==> config.mk <==
export PLATFORM = sky130hd
export DESIGN_NAME = nn_node_epoch_ctrl
export DESIGN_NICKNAME = d
export VERILOG_FILES = /design/src/rtl/nn_epoch_pkg.sv /design/src/rtl/nn_pulse_counter.sv /design/src/rtl/nn_node_epoch_ctrl.sv
export SDC_FILE = /design/constraint.sdc
export NUM_CORES = 1
export LEC_CHECK = 0
export ABC_AREA = 1
export BUFFER_PORTS_ARGS = -buffer_cell sky130_fd_sc_hd__buf_2
export CAP_MARGIN = 20
export CORE_ASPECT_RATIO = 0.5
export CORE_MARGIN = 8
export CORE_UTILIZATION = 46
export CTS_CLUSTER_SIZE = 12
export DETAILED_ROUTE_END_ITERATION = 10
export PLACE_DENSITY = 0.66
export SYNTH_ARGS = -nofsm -noshare
export SYNTH_HDL_FRONTEND = slang
export SYNTH_SLANG_ARGS = --single-unit
==> constraint.sdc <==
create_clock -name CLK -period 8.55 [get_ports CLK]
set_clock_uncertainty 0.1 [all_clocks]
set_input_delay 0.4275 -clock CLK [delete_from_list [all_inputs] [get_ports CLK]]
set_output_delay 0.4275 -clock CLK [all_outputs]
set_load 0.05 [all_outputs]
==> src/rtl/nn_epoch_pkg.sv <==
// -----------------------------------------------------------------------------
// nn_epoch_pkg
// Declarations shared by the epoch controller and its sub-module:
//   state_e      - controller state encoding
//   CLEAR_CYCLES - number of cycles the node bank is held in clear
//   idx_width()  - width of an index into M nodes, never less than 1 bit
// -----------------------------------------------------------------------------
package nn_epoch_pkg;

  typedef enum logic [2:0] {
    ST_IDLE   = 3'd0,
    ST_CLEAR  = 3'd1,
    ST_SETTLE = 3'd2,
    ST_EVAL   = 3'd3,
    ST_REPORT = 3'd4
  } state_e;

  localparam int CLEAR_CYCLES = 2;

  function automatic int idx_width(input int n);
    return (n > 1) ? $clog2(n) : 1;
  endfunction

endpackage

==> src/rtl/nn_pulse_counter.sv <==
// -----------------------------------------------------------------------------
// nn_pulse_counter
// Saturating up-counter that tallies the cycles a node output is high.
// Ports:
//   clk_i  - clock (rising edge)
//   rst_ni - asynchronous active-low reset
//   clr_i  - synchronous clear, wins over en_i
//   en_i   - count this cycle
//   cnt_o  - current count, sticks at all-ones instead of wrapping
// -----------------------------------------------------------------------------
module nn_pulse_counter #(
  parameter int CNT_W = 8
) (
  input  logic             clk_i,
  input  logic             rst_ni,
  input  logic             clr_i,
  input  logic             en_i,
  output logic [CNT_W-1:0] cnt_o
);

  logic [CNT_W-1:0] cnt_q;
  logic [CNT_W-1:0] cnt_d;

  always_comb begin
    cnt_d = cnt_q;
    if (clr_i) begin
      cnt_d = '0;
    end else if (en_i && (cnt_q != {CNT_W{1'b1}})) begin
      cnt_d = cnt_q + 1'b1;
    end
  end

  always_ff @(posedge clk_i or negedge rst_ni) begin
    if (!rst_ni) begin
      cnt_q <= '0;
    end else begin
      cnt_q <= cnt_d;
    end
  end

  assign cnt_o = cnt_q;

endmodule

==> src/rtl/nn_node_epoch_ctrl.sv <==
// -----------------------------------------------------------------------------
// nn_node_epoch_ctrl
// Sequences one evaluation epoch of a bank of M stochastic nodes:
// clear the bank, let it settle, count high cycles of each node output over an
// evaluation window, then report the counts and the index of the winner.
// Ports:
//   CLK       - clock (rising edge)
//   INIT      - asynchronous active-low reset
//   START     - begin an epoch (ignored while busy)
//   ABORT     - cancel the running epoch, clears counters, no DONE
//   A_OUT     - node burst outputs, one bit per node
//   NODE_INIT - clear to the node bank (high during CLEAR)
//   BUSY      - epoch in progress
//   DONE      - one-cycle epoch-complete strobe
//   COUNT_OUT - per-node counts, node n at [n*CNT_W +: CNT_W]
//   MAX_IDX   - lowest index holding the maximum count
// Build option: define NN_NODE_EPOCH_CTRL_AUTORESTART_EN to make REPORT go
// straight back to CLEAR so epochs repeat until ABORT.
// -----------------------------------------------------------------------------
module nn_node_epoch_ctrl
  import nn_epoch_pkg::*;
#(
  parameter int M             = 4,
  parameter int CNT_W         = 8,
  parameter int SETTLE_CYCLES = 16,
  parameter int EVAL_CYCLES   = 200
) (
  input  logic                    CLK,
  input  logic                    INIT,
  input  logic                    START,
  input  logic                    ABORT,
  input  logic [M-1:0]            A_OUT,
  output logic                    NODE_INIT,
  output logic                    BUSY,
  output logic                    DONE,
  output logic [M*CNT_W-1:0]      COUNT_OUT,
  output logic [idx_width(M)-1:0] MAX_IDX
);

  localparam int IW    = idx_width(M);
  localparam int TMAX0 = (SETTLE_CYCLES > EVAL_CYCLES) ? SETTLE_CYCLES : EVAL_CYCLES;
  localparam int TMAX  = (TMAX0 > CLEAR_CYCLES) ? TMAX0 : CLEAR_CYCLES;
  localparam int TW    = $clog2(TMAX + 1);

  // Terminal timer values; the timer restarts at 0 on every state change.
  localparam logic [TW-1:0] CLEAR_LAST  = TW'(CLEAR_CYCLES - 1);
  localparam logic [TW-1:0] SETTLE_LAST = TW'((SETTLE_CYCLES > 0) ? SETTLE_CYCLES - 1 : 0);
  localparam logic [TW-1:0] EVAL_LAST   = TW'(EVAL_CYCLES - 1);

  state_e        state_q, state_d;
  logic [TW-1:0] timer_q, timer_d;

  logic             cnt_clr;
  logic             cnt_en;
  logic [CNT_W-1:0] cnt [M];

  always_ff @(posedge CLK or negedge INIT) begin
    if (!INIT) begin
      state_q <= ST_IDLE;
      timer_q <= '0;
    end else begin
      state_q <= state_d;
      timer_q <= timer_d;
    end
  end

  always_comb begin
    state_d = state_q;
    timer_d = timer_q + 1'b1;
    case (state_q)
      ST_IDLE:   if (START) state_d = ST_CLEAR;
      ST_CLEAR:  if (timer_q == CLEAR_LAST)
                   state_d = (SETTLE_CYCLES == 0) ? ST_EVAL : ST_SETTLE;
      ST_SETTLE: if (timer_q == SETTLE_LAST) state_d = ST_EVAL;
      ST_EVAL:   if (timer_q == EVAL_LAST) state_d = ST_REPORT;
`ifdef NN_NODE_EPOCH_CTRL_AUTORESTART_EN
      ST_REPORT: state_d = ST_CLEAR;
`else
      ST_REPORT: state_d = ST_IDLE;
`endif
      default:   state_d = ST_IDLE;
    endcase
    // ABORT overrides every transition, including START in IDLE.
    if (ABORT) state_d = ST_IDLE;
    if ((state_d != state_q) || (state_q == ST_IDLE)) timer_d = '0;
  end

  assign NODE_INIT = (state_q == ST_CLEAR);
  assign BUSY      = (state_q != ST_IDLE);
  // Gated so an abort landing in REPORT produces no completion strobe.
  assign DONE      = (state_q == ST_REPORT) && !ABORT;

  assign cnt_clr = (state_q == ST_CLEAR) || (ABORT && BUSY);
  assign cnt_en  = (state_q == ST_EVAL);

  generate
    for (genvar gi = 0; gi < M; gi++) begin : g_node
      nn_pulse_counter #(
        .CNT_W (CNT_W)
      ) u_cnt (
        .clk_i  (CLK),
        .rst_ni (INIT),
        .clr_i  (cnt_clr),
        .en_i   (cnt_en && A_OUT[gi]),
        .cnt_o  (cnt[gi])
      );
      assign COUNT_OUT[gi*CNT_W +: CNT_W] = cnt[gi];
    end
  endgenerate

  // Strict greater-than keeps the lowest index on ties; all-zero gives 0.
  logic [CNT_W-1:0] best_cnt;
  logic [IW-1:0]    best_idx;

  always_comb begin
    best_cnt = cnt[0];
    best_idx = '0;
    for (int n = 1; n < M; n++) begin
      if (cnt[n] > best_cnt) begin
        best_cnt = cnt[n];
        best_idx = IW'(n);
      end
    end
  end

  assign MAX_IDX = best_idx;

endmodule

Yosys cells after proc, flatten, opt, wreduce, memory -nomap -nowiden
Cells that the tools add are included.
- register bits: 43
- bits in latches: 0
- bits in writable memories: 0
- memory bits (read-only): 0
- input bits: 8
- output and inout port bits: 37
- logic and storage cells: 65
- memories kept: 0
- $add $sub $neg: 5
- multipliers: 0
- div/mod/pow operators: 0
- magnitude comparators: 3
- equality and inequality tests: 12
- shift operators: 0
- mux-type cells: 20
- bitwise operators: 0
- reduce and logical (&&, ||, !) cells: 19
- operator list (cell ; number):
    $mux 8 ; 11
    $add 8x1->8 const B ; 5
    $ne 8x8->1 const B ; 4
    $gt 8x8->1 ; 3
    $mux 3 ; 5
    $pmux 3 s4 ; 1
    $logic_and 1x1->1 ; 10
    $eq 8x1->1 const B ; 1
    $eq 8x4->1 const B ; 1
    $eq 8x8->1 const B ; 1
    $reduce_bool 2->1 ; 4
    $eq 3x2->1 const B ; 2
    $mux 2 ; 2
    $eq 3x1->1 const B ; 1
    $eq 3x3->1 const B ; 1
    $logic_not 3->1 ; 1
    $ne 3x3->1 ; 1
    $reduce_bool 3->1 ; 1
    $logic_or 1x1->1 ; 2
    $logic_not 1->1 ; 1
    $mux 1 ; 1

Longest topological paths before layout
- depth in word-level cells: 7
- depth in mapped cells: 27
- mapped depth without buffers: 27

Cells and area by module
From an unflattened synthesis, not the netlist that was laid out.
- cells, all modules: 524
- area, all modules: 3632.2 um2
- by module, submodules not included (module ; instances ; cells each ; area each (um2) ; seq. area each (um2)):
    nn_pulse_counter ; 4 ; 74 ; 511.7 ; 200.2
    nn_node_epoch_ctrl ; 1 ; 228 ; 1585.3 ; 275.3

Worst setup path before layout
Ideal clock, no wire load.
- path kind: register -> output
- from: reg g_node[0].u_cnt.cnt_q[5]
- to: out MAX_IDX[0]
- data arrival time: 4152 ps
- data required time: 8023 ps
- path slack: 3870 ps
- stages on the path, launching flop included: 25
- path buffers: 1
- path through: dfrtp_1 > inv_1 > ha_1 > a21oi_1 > nor2_1 > nor3_1 > nand2_2 > nand2_1 > nand2_1 > and2_1 > ha_1 > a21oi_1 > o21ai_0 > nand2_1 > nand3_1 > nand2_1 > buf_2 > o21ai_0 > ha_1 > nand2_1 > o21ai_0 > nand2_1 > o211ai_1 > o21ai_0 > nand2_1
- longest elaborated chain between the ends: 6
- elaborated cells on any way between the ends: 8
- those cells by class: order compare: 3; mux: 5
- RTL lines (element ; line ; source):
    start, declared ; nn_pulse_counter.sv:21 ; logic [CNT_W-1:0] cnt_q;
    start signal, assigned ; nn_pulse_counter.sv:37 ; cnt_q <= cnt_d;
    $gt 8x8->1 ; nn_node_epoch_ctrl.sv:119 ; if (cnt[n] > best_cnt) begin
    $mux 8 ; nn_node_epoch_ctrl.sv:119 ;
    $gt 8x8->1 ; nn_node_epoch_ctrl.sv:119 ;
    $mux 8 ; nn_node_epoch_ctrl.sv:119 ;
    $gt 8x8->1 ; nn_node_epoch_ctrl.sv:119 ;
    $mux 2 * ; nn_node_epoch_ctrl.sv:119 ;
    end, declared ; nn_node_epoch_ctrl.sv:37 ; output logic [idx_width(M)-1:0] MAX_IDX
Every way passes the cells marked *; elsewhere a longest branch is shown, timed or not.

Worst setup path after layout
- from: reg g_node[0].u_cnt.cnt_q[6]
- to: out MAX_IDX[1]
- longest elaborated chain between the ends: 6
- elaborated cells on any way between the ends: 7
- those cells by class: order compare: 3; mux: 4
- RTL lines (element ; line):
    $gt 8x8->1 ; nn_node_epoch_ctrl.sv:119
    $mux 8 * ; nn_node_epoch_ctrl.sv:119
    $gt 8x8->1 ; nn_node_epoch_ctrl.sv:119
    $mux 8 ; nn_node_epoch_ctrl.sv:119
    $gt 8x8->1 ; nn_node_epoch_ctrl.sv:119
    $mux 2 * ; nn_node_epoch_ctrl.sv:119
Marks and branches as above.

==> metrics <==
outcome finished, final reports clean; Mapped Cells 430; Post-CTS Setup Inserts 0; register area share after synthesis 0.331; Max Slew Vio Count 0; CTS buffer count 5; Starting Density 0.481; clock sinks 43; M2 GR Usage 0.265; Crit path depth 24; most frequent cells in the layout nand2_1 (78), inv_1 (52), nand3_1 (49); worst skew pair latency 0.29 ns; post-synth cell types 30; I/O Pins 45; CP most frequent cell nand2_1; drt first pass iters 4; GRT overflow 0; final setup violation count 0; dpl hpwl 5990 um; clk slew on worst S/H paths 0.06 ns; worst vdd ir 0.000160 V; Critical path origin g_node[0].u_cnt.cnt_o[6]$_DFFE_PN0P_; deepest clock path buffer count 2; Setup Total Neg Slack 0 ns; row count 21; Hold Path Cell Cnt 2; placed cell count between 500 and 600; Total GRT Usage 0.168; CP Buf/Inv Count 2; Critical Path AT between 4 and 5 ns; first-pass GRT wire length about 14,000 um; Fmax roughly 190 MHz; Area Overhead vs Synth 15.8%; final worst path period share 0.608; grt peak-use layer met2; TritonCTS clock tree done; Syn Area/Cell 7.55 um^2; initial DRC count 184; Max-cap violations 0; Antenna Nets Post-Route 0; port bufs 44; Final Hold Fails 0; initial antenna violation count 0; Slowest-stage cell, CP dfrtp_1; vias in the first global route 2,767; met1 Use GR 0.224; die height 75.4 um; H-tree Lvls 2; Worst Tran Pin Value 0.515 ns; Startpoint Class register; total power 1.02 mW; nets@finish 517; placed cell areas 0.00356 mm^2; syn nets between 400 and 500; slowest stage delay, CP 0.45 ns; fin crit period roughly 5.2 ns; Reg2Reg Depth 9; die area 0.0102 mm^2; GP Congestion 0.858; Ys Warns 0; clk root buf clkbuf_16; post-route cell area 0.00376 mm^2; leakage 1.89 nW; # fillers 664; Slew headroom 0.656; cell chain of the critical path inv_1, ha_1, nand2_1, nor2_1, nand4_2, nand2_1, nand2_1, and2_1, ha_1, a21oi_1, o21ai_0, nand2_1, nand3_1, nand2_1, nand3_1, o21ai_0, ha_1, a21oi_1, o21ai_0, nand2_1, o211ai_1, o21ai_0, nand2_1, buf_2; share of post-route cells with drive strength above 1 0.179; CP max FO 18; Die W around 130 um; FF+latch count, synth 43; number of antenna diodes 0; HP Start ABORT; worst reg2reg path startpoint state_q[0]$_DFF_PN0_; CP required 8.02 ns; largest net degree at the start of global routing 44; Fin Hold WS just under 0.3 ns; Synth Cell Area 0.00325 mm^2; Worst setup EP type output port; routed vias 2,935; core area 0.00675 mm^2; crit path kind register to output port; met3 usage 0.0441; leading cell type in the layout, fill and taps excluded nand2_1; Power Density roughly 270 mW/mm^2; Layout Cells excl Fill roughly 570; total wire length between 7000 and 8000 um; RSZ-0062 raised after global routing false; Routed WL per cell approximately 14 um; Hold Crit Class primary input to register; via/cell ratio 5.13; Top delay family on crit path simple AND/OR/NAND/NOR gates; DRC 0
==> state kept, by name, summed over array words and instances, names as in the netlist <==
register / count
g_node.u_cnt.cnt_o: 32
state_q: 3
timer_q: 8
==> metal layers <==
metal | vias to the layer above | share of wire
li1 | 1523 | -
met1 | 1329 | 0.47
met2 | 74 | 0.44
met3 | 9 | 0.072
met4 | 0 | 0.012
met5 | - | 0
==> per-stage QoR <==
stage | util | setup slack, ns
2_1_floorplan | - | 3.87
3_3_place_gp | 0.527 | 3.70
3_5_place_dp | 0.527 | 3.73
4_1_cts | 0.552 | 3.39
5_1_grt | 0.557 | 2.85
6_report | 0.557 | 3.36
==> synth_stat cells <==
master    number  area [um^2]
nand2_2        9         56.3
o21ai_1        8         40.0
nand3_1       49          245
o31ai_1        7         52.6
inv_2          5         18.8
nand2_4        2         22.5
o21bai_1       1         7.51
nand4_2        1         12.5
nor2_1        40          150
nand3b_1       1         7.51
nor2_2         1         6.26
nor3_1         9         45.0
nand3_2        4         40.0
ha_1          30          375
o211ai_1       1         7.51
and2_1         8         50.1
nand2_1       78          293
dfrtp_1       43         1080
xnor2_1        3         26.3
buf_2          3         15.0
xor2_1        15          131
nand4_1        7         43.8
a21oi_1       15         75.1
nor3_2         8         80.1
nor2_4         1         11.3
nor4_1         1         6.26
buf_4          2         15.0
a21oi_4        1         16.3
inv_1         52          195
o21ai_0       25          125
==> where the power goes <==
part           leakage [nW]  internal [mW]  switching [mW]
clock network        0.0838          0.138          0.0815
registers             0.594          0.216          0.0207
logic                  1.21          0.163           0.398
==> repair_timing <==
item | in CTS | in global routing
hold buffers | 0 | 1
hold endpoints to repair | 0 | 16
resized for setup | 0 | 0
endpoints found under the setup margin | 0 | 0
==> path summary, 6_finish.rpt <==
kind	to	slack (ns)
worst min register to register	timer_q[0]$_DFF_PN0_	0.42
worst max-delay path	MAX_IDX[1]	3.36
worst max register to register	g_node[0].u_cnt.cnt_o[7]$_DFFE_PN0P_	6.55
min in group asynchronous	g_node[0].u_cnt.cnt_o[4]$_DFFE_PN0P_	0.50
worst min-delay path	state_q[2]$_DFF_PN0_	0.29
max in group asynchronous	state_q[1]$_DFF_PN0_	7.36
==> kinds of logic (layout without fill, tap and decap cells) <==
| logic type | count (synthesis) | in the layout | synth area share |
|---|---|---|---|
| buffers and inverters | 62 | 112 | 0.0751 |
| AO/OA/AOI/OAI | 58 | 58 | 0.0998 |
| adder cells (fa/ha/maj) | 30 | 30 | 0.116 |
| flip-flops | 43 | 43 | 0.331 |
| XOR/XNOR | 18 | 18 | 0.0486 |
| AND/OR/NAND/NOR | 219 | 219 | 0.329 |
==> layout make-up <==
| class | count | area (um^2) | area share |
|---|---|---|---|
| Sequential cell | 43 | 1080 | 0.286 |
| Tap cell | 92 | 115 | 0.0306 |
| Clock buffer | 5 | 125 | 0.0333 |
| Inverter | 57 | 214 | 0.0569 |
| Timing Repair Buffer | 47 | 258 | 0.0686 |
| Multi-Input combinational cell | 325 | 1930 | 0.513 |
| Clock inverter | 3 | 43.8 | 0.0117 |
(Power assumes the default switching activity.)
